===== config.mk =====
export PLATFORM = sky130hd
export DESIGN_NAME = issue_select
export DESIGN_NICKNAME = d
export VERILOG_FILES = /design/src/rtl/core_pkg.sv /design/src/rtl/issue_select_age_matrix.sv /design/src/rtl/issue_select.sv
export SDC_FILE = /design/constraint.sdc
export NUM_CORES = 1
export LEC_CHECK = 0
export ABC_AREA = 1
export CORE_ASPECT_RATIO = 0.5
export CORE_MARGIN = 2
export CORE_UTILIZATION = 25
export DETAILED_ROUTE_END_ITERATION = 10
export MAX_ROUTING_LAYER = met4
export PLACE_DENSITY = 0.49
export SLEW_MARGIN = 5
export SYNTH_ARGS = -nofsm -noshare
export SYNTH_HDL_FRONTEND = slang
export SYNTH_HIERARCHICAL = 1
export SYNTH_SLANG_ARGS = --single-unit

===== constraint.sdc =====
create_clock -name clk -period 3.05 [get_ports clk]
set_input_delay 0.4575 -clock clk [delete_from_list [all_inputs] [get_ports clk]]
set_output_delay 0.4575 -clock clk [all_outputs]
set_load 0.05 [all_outputs]

===== src/rtl/core_pkg.sv =====
// Shared core parameters: reservation-station sizing, the entry-index type and the issue counter limit.
package CORE_PKG;

    localparam int RS_ENTRIES = 8;

    typedef logic [$clog2(RS_ENTRIES)-1:0] rs_idx_t;

    localparam logic [31:0] ISSUED_MAX = 32'hFFFF_FFFF;

endpackage


===== src/rtl/issue_select_age_matrix.sv =====
// Oldest-first selector for issue_select (used only when ISSUE_SELECT_AGE_EN is defined).
// r_older[i][j]=1 means entry i was dispatched before entry j.
module age_matrix #(
    parameter int RS_ENTRIES = CORE_PKG::RS_ENTRIES,
    parameter int ENTRY_W    = $clog2(RS_ENTRIES)
) (
    input  logic                  clk,
    input  logic                  rst,
    input  logic                  i_clr,
    input  logic                  i_disp_valid,
    input  logic [ENTRY_W-1:0]    i_disp_entry,
    input  logic [RS_ENTRIES-1:0] i_reqs,
    output logic [ENTRY_W-1:0]    o_sel
);

    logic [RS_ENTRIES-1:0][RS_ENTRIES-1:0] r_older;
    logic                                  w_found;
    logic                                  w_blocked;

    always_ff @(posedge clk or posedge rst) begin
        if (rst) begin
            r_older <= '0;
        end else if (i_clr) begin
            r_older <= '0;
        end else if (i_disp_valid) begin
            // The new entry becomes the youngest: everyone is older than it, it is older than no one.
            for (int i = 0; i < RS_ENTRIES; i++) begin
                for (int j = 0; j < RS_ENTRIES; j++) begin
                    if (ENTRY_W'(i) == i_disp_entry) begin
                        r_older[i][j] <= 1'b0;
                    end else if (ENTRY_W'(j) == i_disp_entry) begin
                        r_older[i][j] <= 1'b1;
                    end
                end
            end
        end
    end

    always_comb begin
        o_sel     = '0;
        w_found   = 1'b0;
        w_blocked = 1'b0;
        for (int i = 0; i < RS_ENTRIES; i++) begin
            w_blocked = 1'b0;
            for (int j = 0; j < RS_ENTRIES; j++) begin
                if (i_reqs[j] && r_older[j][i]) begin
                    w_blocked = 1'b1;
                end
            end
            if (!w_found && i_reqs[i] && !w_blocked) begin
                w_found = 1'b1;
                o_sel   = ENTRY_W'(i);
            end
        end
    end

endmodule


===== src/rtl/issue_select.sv =====
// Reservation-station issue selector with a one-deep registered issue slot.
// Round-robin by default; define ISSUE_SELECT_AGE_EN for oldest-first selection.
module issue_select #(
    parameter int RS_ENTRIES = CORE_PKG::RS_ENTRIES,
    parameter int ENTRY_W    = $clog2(RS_ENTRIES)
) (
    input  logic                  clk,
    input  logic                  rst,
    input  logic                  disp_valid,
    input  logic [ENTRY_W-1:0]    disp_entry,
    input  logic [RS_ENTRIES-1:0] reqs,
    output logic [RS_ENTRIES-1:0] grant,
    output logic                  grant_valid,
    output logic                  iss_valid,
    output logic [ENTRY_W-1:0]    iss_entry,
    input  logic                  fu_ready,
    input  logic                  flush,
    output logic [31:0]           issued_count
);

    logic               r_iss_valid;
    logic [ENTRY_W-1:0] r_iss_entry;
    logic [31:0]        r_issued_count;
    logic               w_slot_free;
    logic               w_grant_valid;
    logic [ENTRY_W-1:0] w_sel;

    // Handshake: the slot transfers to the FU on any cycle with iss_valid && fu_ready; while
    // iss_valid && !fu_ready the slot holds and no new grant is made.
    assign w_slot_free   = !r_iss_valid || fu_ready;
    assign w_grant_valid = (|reqs) && w_slot_free && !flush;

`ifdef ISSUE_SELECT_AGE_EN
    age_matrix #(
        .RS_ENTRIES (RS_ENTRIES),
        .ENTRY_W    (ENTRY_W)
    ) u_age_matrix (
        .clk          (clk),
        .rst          (rst),
        .i_clr        (flush),
        .i_disp_valid (disp_valid),
        .i_disp_entry (disp_entry),
        .i_reqs       (reqs),
        .o_sel        (w_sel)
    );
`else
    logic [ENTRY_W-1:0] r_rr_ptr;
    logic [ENTRY_W:0]   w_idx;
    logic               w_found;
    logic               w_unused_disp;

    assign w_unused_disp = disp_valid ^ (^disp_entry);

    always_comb begin
        w_sel   = '0;
        w_found = 1'b0;
        w_idx   = '0;
        for (int k = 0; k < RS_ENTRIES; k++) begin
            w_idx = {1'b0, r_rr_ptr} + (ENTRY_W+1)'(k);
            if (w_idx >= (ENTRY_W+1)'(RS_ENTRIES)) begin
                w_idx = w_idx - (ENTRY_W+1)'(RS_ENTRIES);
            end
            if (!w_found && reqs[w_idx[ENTRY_W-1:0]]) begin
                w_found = 1'b1;
                w_sel   = w_idx[ENTRY_W-1:0];
            end
        end
    end

    always_ff @(posedge clk or posedge rst) begin
        if (rst) begin
            r_rr_ptr <= '0;
        end else if (flush) begin
            r_rr_ptr <= '0;
        end else if (w_grant_valid) begin
            r_rr_ptr <= (w_sel == ENTRY_W'(RS_ENTRIES-1)) ? '0 : w_sel + 1'b1;
        end
    end
`endif

    always_comb begin
        grant = '0;
        if (w_grant_valid) begin
            grant[w_sel] = 1'b1;
        end
    end

    always_ff @(posedge clk or posedge rst) begin
        if (rst) begin
            r_iss_valid    <= 1'b0;
            r_iss_entry    <= '0;
            r_issued_count <= '0;
        end else begin
            if (r_iss_valid && fu_ready && !flush && (r_issued_count != CORE_PKG::ISSUED_MAX)) begin
                r_issued_count <= r_issued_count + 32'd1;
            end
            if (flush) begin
                r_iss_valid <= 1'b0;
            end else if (w_grant_valid) begin
                r_iss_valid <= 1'b1;
                r_iss_entry <= w_sel;
            end else if (fu_ready) begin
                r_iss_valid <= 1'b0;
            end
        end
    end

`ifndef SYNTHESIS
    // Dispatching into an entry that is still requesting would corrupt its age/issue state.
    a_disp_to_requesting : assert property (@(posedge clk) disable iff (rst)
        !(disp_valid && reqs[disp_entry]));
`endif

    assign grant_valid  = w_grant_valid;
    assign iss_valid    = r_iss_valid;
    assign iss_entry    = r_iss_entry;
    assign issued_count = r_issued_count;

endmodule


==> run summary, run 1 <==
Status: complete, no violations
First-pass GRT wire length: 12940 µm
Req. time, crit path: 2590 ps
Slew Viols, Final: 0
Max_slew headroom: 64.13%
Vias: 2674
Final setup vio count: 0
Hold slack final: 477.7 ps
GRT Resource Usage Total: 13.14%
Drt pass-1 iters: 4
Vias in the first global route: 2687
DP Worst Slack: 37.38 ps
Remaining DRCs: 0
Reg2Reg Depth: 18
Top FF cell, synth: dfrtp_1
Crit. End Element: primary output
# hold bufs at CTS: 0
Largest net degree at the start of global routing: 40
FF+latch area: 977.2 µm²
Clock latency on the worst-skew pair: 280 ps
CTS tree: yes
Multi-input logic area: 2018 µm²
CTS Buf Count: 5
CTS Buffer Depth: 2
Fin util: 37.83%
CP max FO: 6
Setup Skew: 5.166 ps
Post-Syn Nets: 404
Post-synth ARST share: 100.0%
DR WL/cell: 12.30 µm
H-Tree Level Count: 2
R2r endpoint: r_rr_ptr[2]$_DFFE_PP0P_
Inst Count DP: 601
Reg2Reg Setup Slack: 210 ps
Worst Hold Class: reg -> reg
Worst-path clk slew: 60 ps
Synth cell types: 35
ANT nets after route: 0
Total grt overflow: 0
Post-DP HPWL: 5908 µm
Area grow syn2layout: 44.24%
Row count: 27
RSZ-0062 raised after global routing: yes
Maximum vdd drop: 0.0003463 V
RD Place Congestion: 0.7887
Post-Synthesis Cells: 383
Fin crit share: 97.71%
Die Area: 12700 µm²
EDFF count, synth: 0
Final Instance Area: 4243 µm²
Setup TNS: 0 ps
1st-iter DRT viols: 82
Pleak: 1.890 nW
Clk sink count: 39
#FFs+latches synth: 39
Power Total: 4.009 mW
HP Start: iss_entry[2]$_DFFE_PP0P_
Reg2reg start: r_rr_ptr[1]$_DFFE_PP0P_
Crit start category: register
Core area: 11220 µm²
WS Path Type: reg -> out
Fillers: 1207
Synth Cell Area: 2942 µm²
Seq/Total Area, Yosys: 33.18%
Port Buf Inserts: 56
CP arrival: 2520 ps
Final WS setup: 69.79 ps
Tightest Pin Transition: 536.4 ps
Post-Route WL: 7551 µm
Post-layout nets: 475
Max Cap Viol: 0
Power Density: 944.8 nW/µm²
ANT cells: 0
Fmax: 335.5 MHz
YS warnings: 6
Starting Density: 26.23%
Width of the die: 157.4 µm
Non-filler cells, final: 614
Layout cell share with drive strength beyond 1: 24.18%
Vias per cell: 4.355
Area after DPL: 3797 µm²
Critical path startpoint: r_rr_ptr[1]$_DFFE_PP0P_
Syn_area_per_cell: 7.680 µm²
Hold Path Cell Cnt: 2
DIE HEIGHT: 80.70 µm
Tmin final: 2980 ps
Root Driver: clkbuf_16
Final Hold Vio Count: 0
Hold EP: iss_entry[2]$_DFFE_PP0P_
I/O pins: 61
Initial antenna violation count: 0
[worst max-delay path, cell delays in order, from the launching register on]
cell	delay (ps)
dfrtp_1	400
inv_4	50
ha_4	290
inv_6	100
nand3_4	90
nand3_4	120
nand2_4	80
nor2_8	110
nand4_4	120
nor2_8	150
nand3_2	100
nand2_4	80
nor2_2	50
nor2_4	150
nand2_4	90
nor2_4	130
buf_12	140
[power breakdown]
part / total, mW / internal, mW / switching (mW)
clock network: 0.611 / 0.407 / 0.204
logic: 2.74 / 1.03 / 1.71
registers: 0.658 / 0.580 / 0.0781
[cell type report]
class	count	share of cell area [%]
Clock buffer	6	3.273
Clock inverter	2	0.8257
Inverter	31	3.037
Multi-Input combinational cell	308	47.57
Sequential cell	39	23.03
Tap cell	159	4.689
Timing Repair Buffer	69	17.58
[how the worst max path moves through the flow]
stage               end  slack [ps]
2_1_floorplan  grant[1]        -140
3_3_place_gp   grant[1]          30
3_5_place_dp   grant[7]          40
4_1_cts        grant[7]           2
5_1_grt        grant[3]        -110
6_report       grant[3]          70
[routing by layer]
layer  GRT usage [%]  up-vias  wire length, µm
met3           1.619        8              164
met1           17.46     1252             3756
met2           21.57       33             3557
met4           3.000        0               72
met5               -        -                0
li1                -     1381                -
[kinds of logic (layout without fill, tap and decap cells)]
family                   after synthesis  in the layout  share of synthesized area [%]
AO/OA/AOI/OAI                         11             11                          2.510
XOR/XNOR                              35             35                          10.93
adder cells (fa/ha/maj)                5              5                          2.127
buffers and inverters                 36            108                          5.657
flip-flops                            39             39                          33.18
AND/OR/NAND/NOR                      257            257                          45.60
[flip-flops by register name, summed over array words and instances, names as in the netlist]
signal / count
r_rr_ptr: 3
issued_count: 32
iss_valid: 1
iss_entry: 3
[synth_stat cells, types with 2 or more instances]
cell type,number,area [µm²]
inv_2,6,22.52
nand3b_1,4,30.03
ha_1,5,62.56
nor4_1,6,37.54
o21ai_2,2,17.52
buf_6,3,33.78
nor3_1,8,40.04
xnor2_1,17,148.9
nand2_4,3,33.78
nand2_1,116,435.4
nor2_8,2,40.04
dfrtp_1,39,975.9
xor2_1,16,140.1
nor2_4,2,22.52
inv_1,23,86.33
nor2_1,34,127.6
o21ai_0,6,30.03
nand2_2,14,87.58
nor2_2,7,43.79
nand4_1,10,62.56
nand3_2,12,120.1
nand3_1,31,155.2
nor3_2,5,50.05
[cell usage in the layout (no fill, tap or decap), types with 9 or more instances in the layout]
master	synthesis	routed
buf_4	1	12
clkdlybuf4s50_1	0	46
dfrtp_1	39	38
inv_1	23	22
nand2_1	116	113
nand2_2	14	11
nand3_1	31	29
nand3_2	12	9
nand4_1	10	10
nor2_1	34	25
nor2_4	2	10
xnor2_1	17	17
xor2_1	16	15
[repair_timing]
| action | CTS | global route |
|---|---|---|
| setup buffers | 1 | 4 |
| pin swaps | 6 | 10 |
| setup endpoints to repair | 8 | 8 |
| gates resized for setup | 28 | 21 |
Power figures use the tool's default switching activity.
==> run 2, diff against run 1 <==
Settings changed: SLEW_MARGIN 5 to unset.
==> results of run 2 <==
No change in the layout: final DEF, timing and power equal those of run 1.
==> run 3, diff against run 2 <==
Settings changed: CTS_CLUSTER_DIAMETER set to 40, PLACE_DENSITY 0.49 to unset, PLACE_DENSITY_LB_ADDON set to 0.3.
==> run summary, run 3 (synthesized netlist as in run 1, its figures left out) <==
First-pass GRT wire length: 12230 µm (-5.5%)
CP max stage delay: 410 ps (about the same)
Width of the die: 157.4 µm (unchanged)
WS Path Type: reg -> out
Slew Viols, Final: 0 (unchanged)
Clock latency on the worst-skew pair: 280 ps (about the same)
CP max FO: 5 (-1)
Worst Hold Class: reg -> reg
Initial antenna violation count: 0 (unchanged)
Commonest non-fill, non-tap cells in the layout: nand2_1, clkdlybuf4s50_1, dfrtp_1
ANT nets after route: 0 (unchanged)
Req. time, crit path: 2590 ps (about the same)
Power Density: 925.2 nW/µm² (-2.1%)
CTS Buffer Depth: 2 (unchanged)
DIE HEIGHT: 80.70 µm (unchanged)
CP cell instances: buf_6 -> buf_4 -> xor2_2 -> inv_1 -> nand2_1 -> nand2_4 -> nand3_1 -> nor2_2 -> nand4_1 -> nand3_2 -> nor2_2 -> nor2_4 -> nand2_4 -> nor2_4 -> buf_12
Maximum vdd drop: 0.0003518 V (+1.6%)
Max Cap Viol: 0 (unchanged)
1st-iter DRT viols: 69 (-16%)
Vias in the first global route: 2590 (-3.6%)
Largest net degree at the start of global routing: 40 (unchanged)
Post-Route WL: 7626 µm (+0.99%)
CTS tree: yes
# hold bufs at CTS: 0 (unchanged)
Fmax: 330.4 MHz (-1.5%)
Drt pass-1 iters: 4 (unchanged)
Core area: 11220 µm² (unchanged)
Pleak: 1.921 nW (+1.6%)
ANT cells: 0 (unchanged)
Crit start category: register
Crit. End Element: primary output
I/O pins: 61 (unchanged)
Commonest non-fill, non-tap cell in the layout: nand2_1
Port Buf Inserts: 56 (unchanged)
Clk sink count: 39 (unchanged)
Total grt overflow: 0 (unchanged)
Non-filler cells, final: 623 (+1.5%)
CP max stage cell: dfrtp_1
Post-layout nets: 484 (+1.9%)
Largest register FFs: 32 (unchanged)
Final setup vio count: 0 (unchanged)
Tmin final: 3027 ps (+46.83 ps)
GRT Resource Usage Total: 12.45% (-0.69 points)
Row count: 27 (unchanged)
RD Place Congestion: 0.8743 (+11%)
Vias: 2740 (+2.5%)
Tightest Pin Transition: 530.3 ps (-6.101 ps)
Vias per cell: 4.398 (+0.99%)
Area grow syn2layout: 46.92%
Area after DPL: 3797 µm² (unchanged)
Final Hold Vio Count: 0 (unchanged)
DR WL/cell: 12.24 µm (-0.47%)
H-Tree Level Count: 2 (unchanged)
Fin crit share: 99.25% (+1.5 points)
Layout cell share with drive strength beyond 1: 26.29% (+2.1 points)
CP arrival: 2570 ps (+50 ps)
CTS Buf Count: 5 (unchanged)
RSZ-0062 raised after global routing: yes
Status: complete, no violations
Die Area: 12700 µm² (unchanged)
Starting Density: 26.23% (unchanged)
Setup Skew: 5.513 ps (+0.3474 ps)
Final Instance Area: 4322 µm² (+1.9%)
Remaining DRCs: 0 (unchanged)
Max_slew headroom: 64.54% (+0.41 points)
Inst Count DP: 601 (unchanged)
Post-DP HPWL: 5787 µm (-2.0%)
Root Driver: clkbuf_16
Worst-path clk slew: 50 ps (about the same)
[run 3: stage by stage]
stage | utilization (%) | total power [mW] | TNS, ps | hold slack [ps] | setup slack, ps
after floorplan | - | 2.274 | -831.0 | 543.8 | -141.7
after global placement | 33.86 | 2.872 | 0 | 473.4 | 38.60
after detailed placement | 33.86 | 2.881 | 0 | 479.5 | 38.05
after CTS | 37.68 | 3.852 | -27.81 | 492.4 | -11.62
after global routing | 38.53 | 4.277 | -982.0 | 514.2 | -137.2
final | 38.53 | 3.998 | 0 | 485.6 | 22.96
[run 3: report_power, final]
part / internal [mW] / switching [mW] / total (mW)
sequential: 0.581 / 0.0775 / 0.658
clock: 0.302 / 0.186 / 0.488
combinational: 1.10 / 1.76 / 2.85
total: 1.98 / 2.02 / 4.00
[run 3: timing repair]
| item | CTS | global route |
|---|---|---|
| setup endpoints to repair | 8 | 8 |
| gates resized for setup | 38 | 17 |
| cloned | 0 | 0 |
| setup buffers | 12 | 2 |
| pin swaps | 15 | 23 |
[run 3: worst max-delay path, delay by kind of cell, from the launching register on]
kind / cells / cell delay [ps]
simple gates: 10 / 1170
xor+xnor: 1 / 170
buf+inv: 4 / 540
flops: 1 / 410
[run 3: area by class of cell]
type,count,area (µm²)
fillers,1166,6894
clock buffers,7,132.6
well taps,159,198.9
multi-input cells,308,2057
repair buffers,78,823.3
clock inverters,1,5.005
flip-flops and latches,39,977.2
inverters,31,127.6
[run 3: worst paths after layout]
| check | startpoint | endpoint | slack (ps) | cells past startpoint |
|---|---|---|---|---|
| max | r_rr_ptr[1]$_DFFE_PP0P_ | grant[3] | 20 | 15 |
| min | iss_entry[1]$_DFFE_PP0P_ | iss_entry[1]$_DFFE_PP0P_ | 490 | 2 |
| max reg2reg | r_rr_ptr[1]$_DFFE_PP0P_ | r_rr_ptr[2]$_DFFE_PP0P_ | 280 | 19 |
| min reg2reg | iss_entry[1]$_DFFE_PP0P_ | iss_entry[1]$_DFFE_PP0P_ | 490 | 2 |
| max in group asynchronous | rst | r_rr_ptr[2]$_DFFE_PP0P_ | 2090 | 3 |
| min in group asynchronous | rst | r_rr_ptr[2]$_DFFE_PP0P_ | 600 | 3 |
[run 3: metal layers]
layer / part of all wire [%] / wire length (µm) / track usage (%)
met5: 0 / 0 / -
met4: 0.83 / 63 / 2.727
met3: 2.6 / 196 / 1.727
met2: 49 / 3736 / 20.92
met1: 48 / 3629 / 16.11
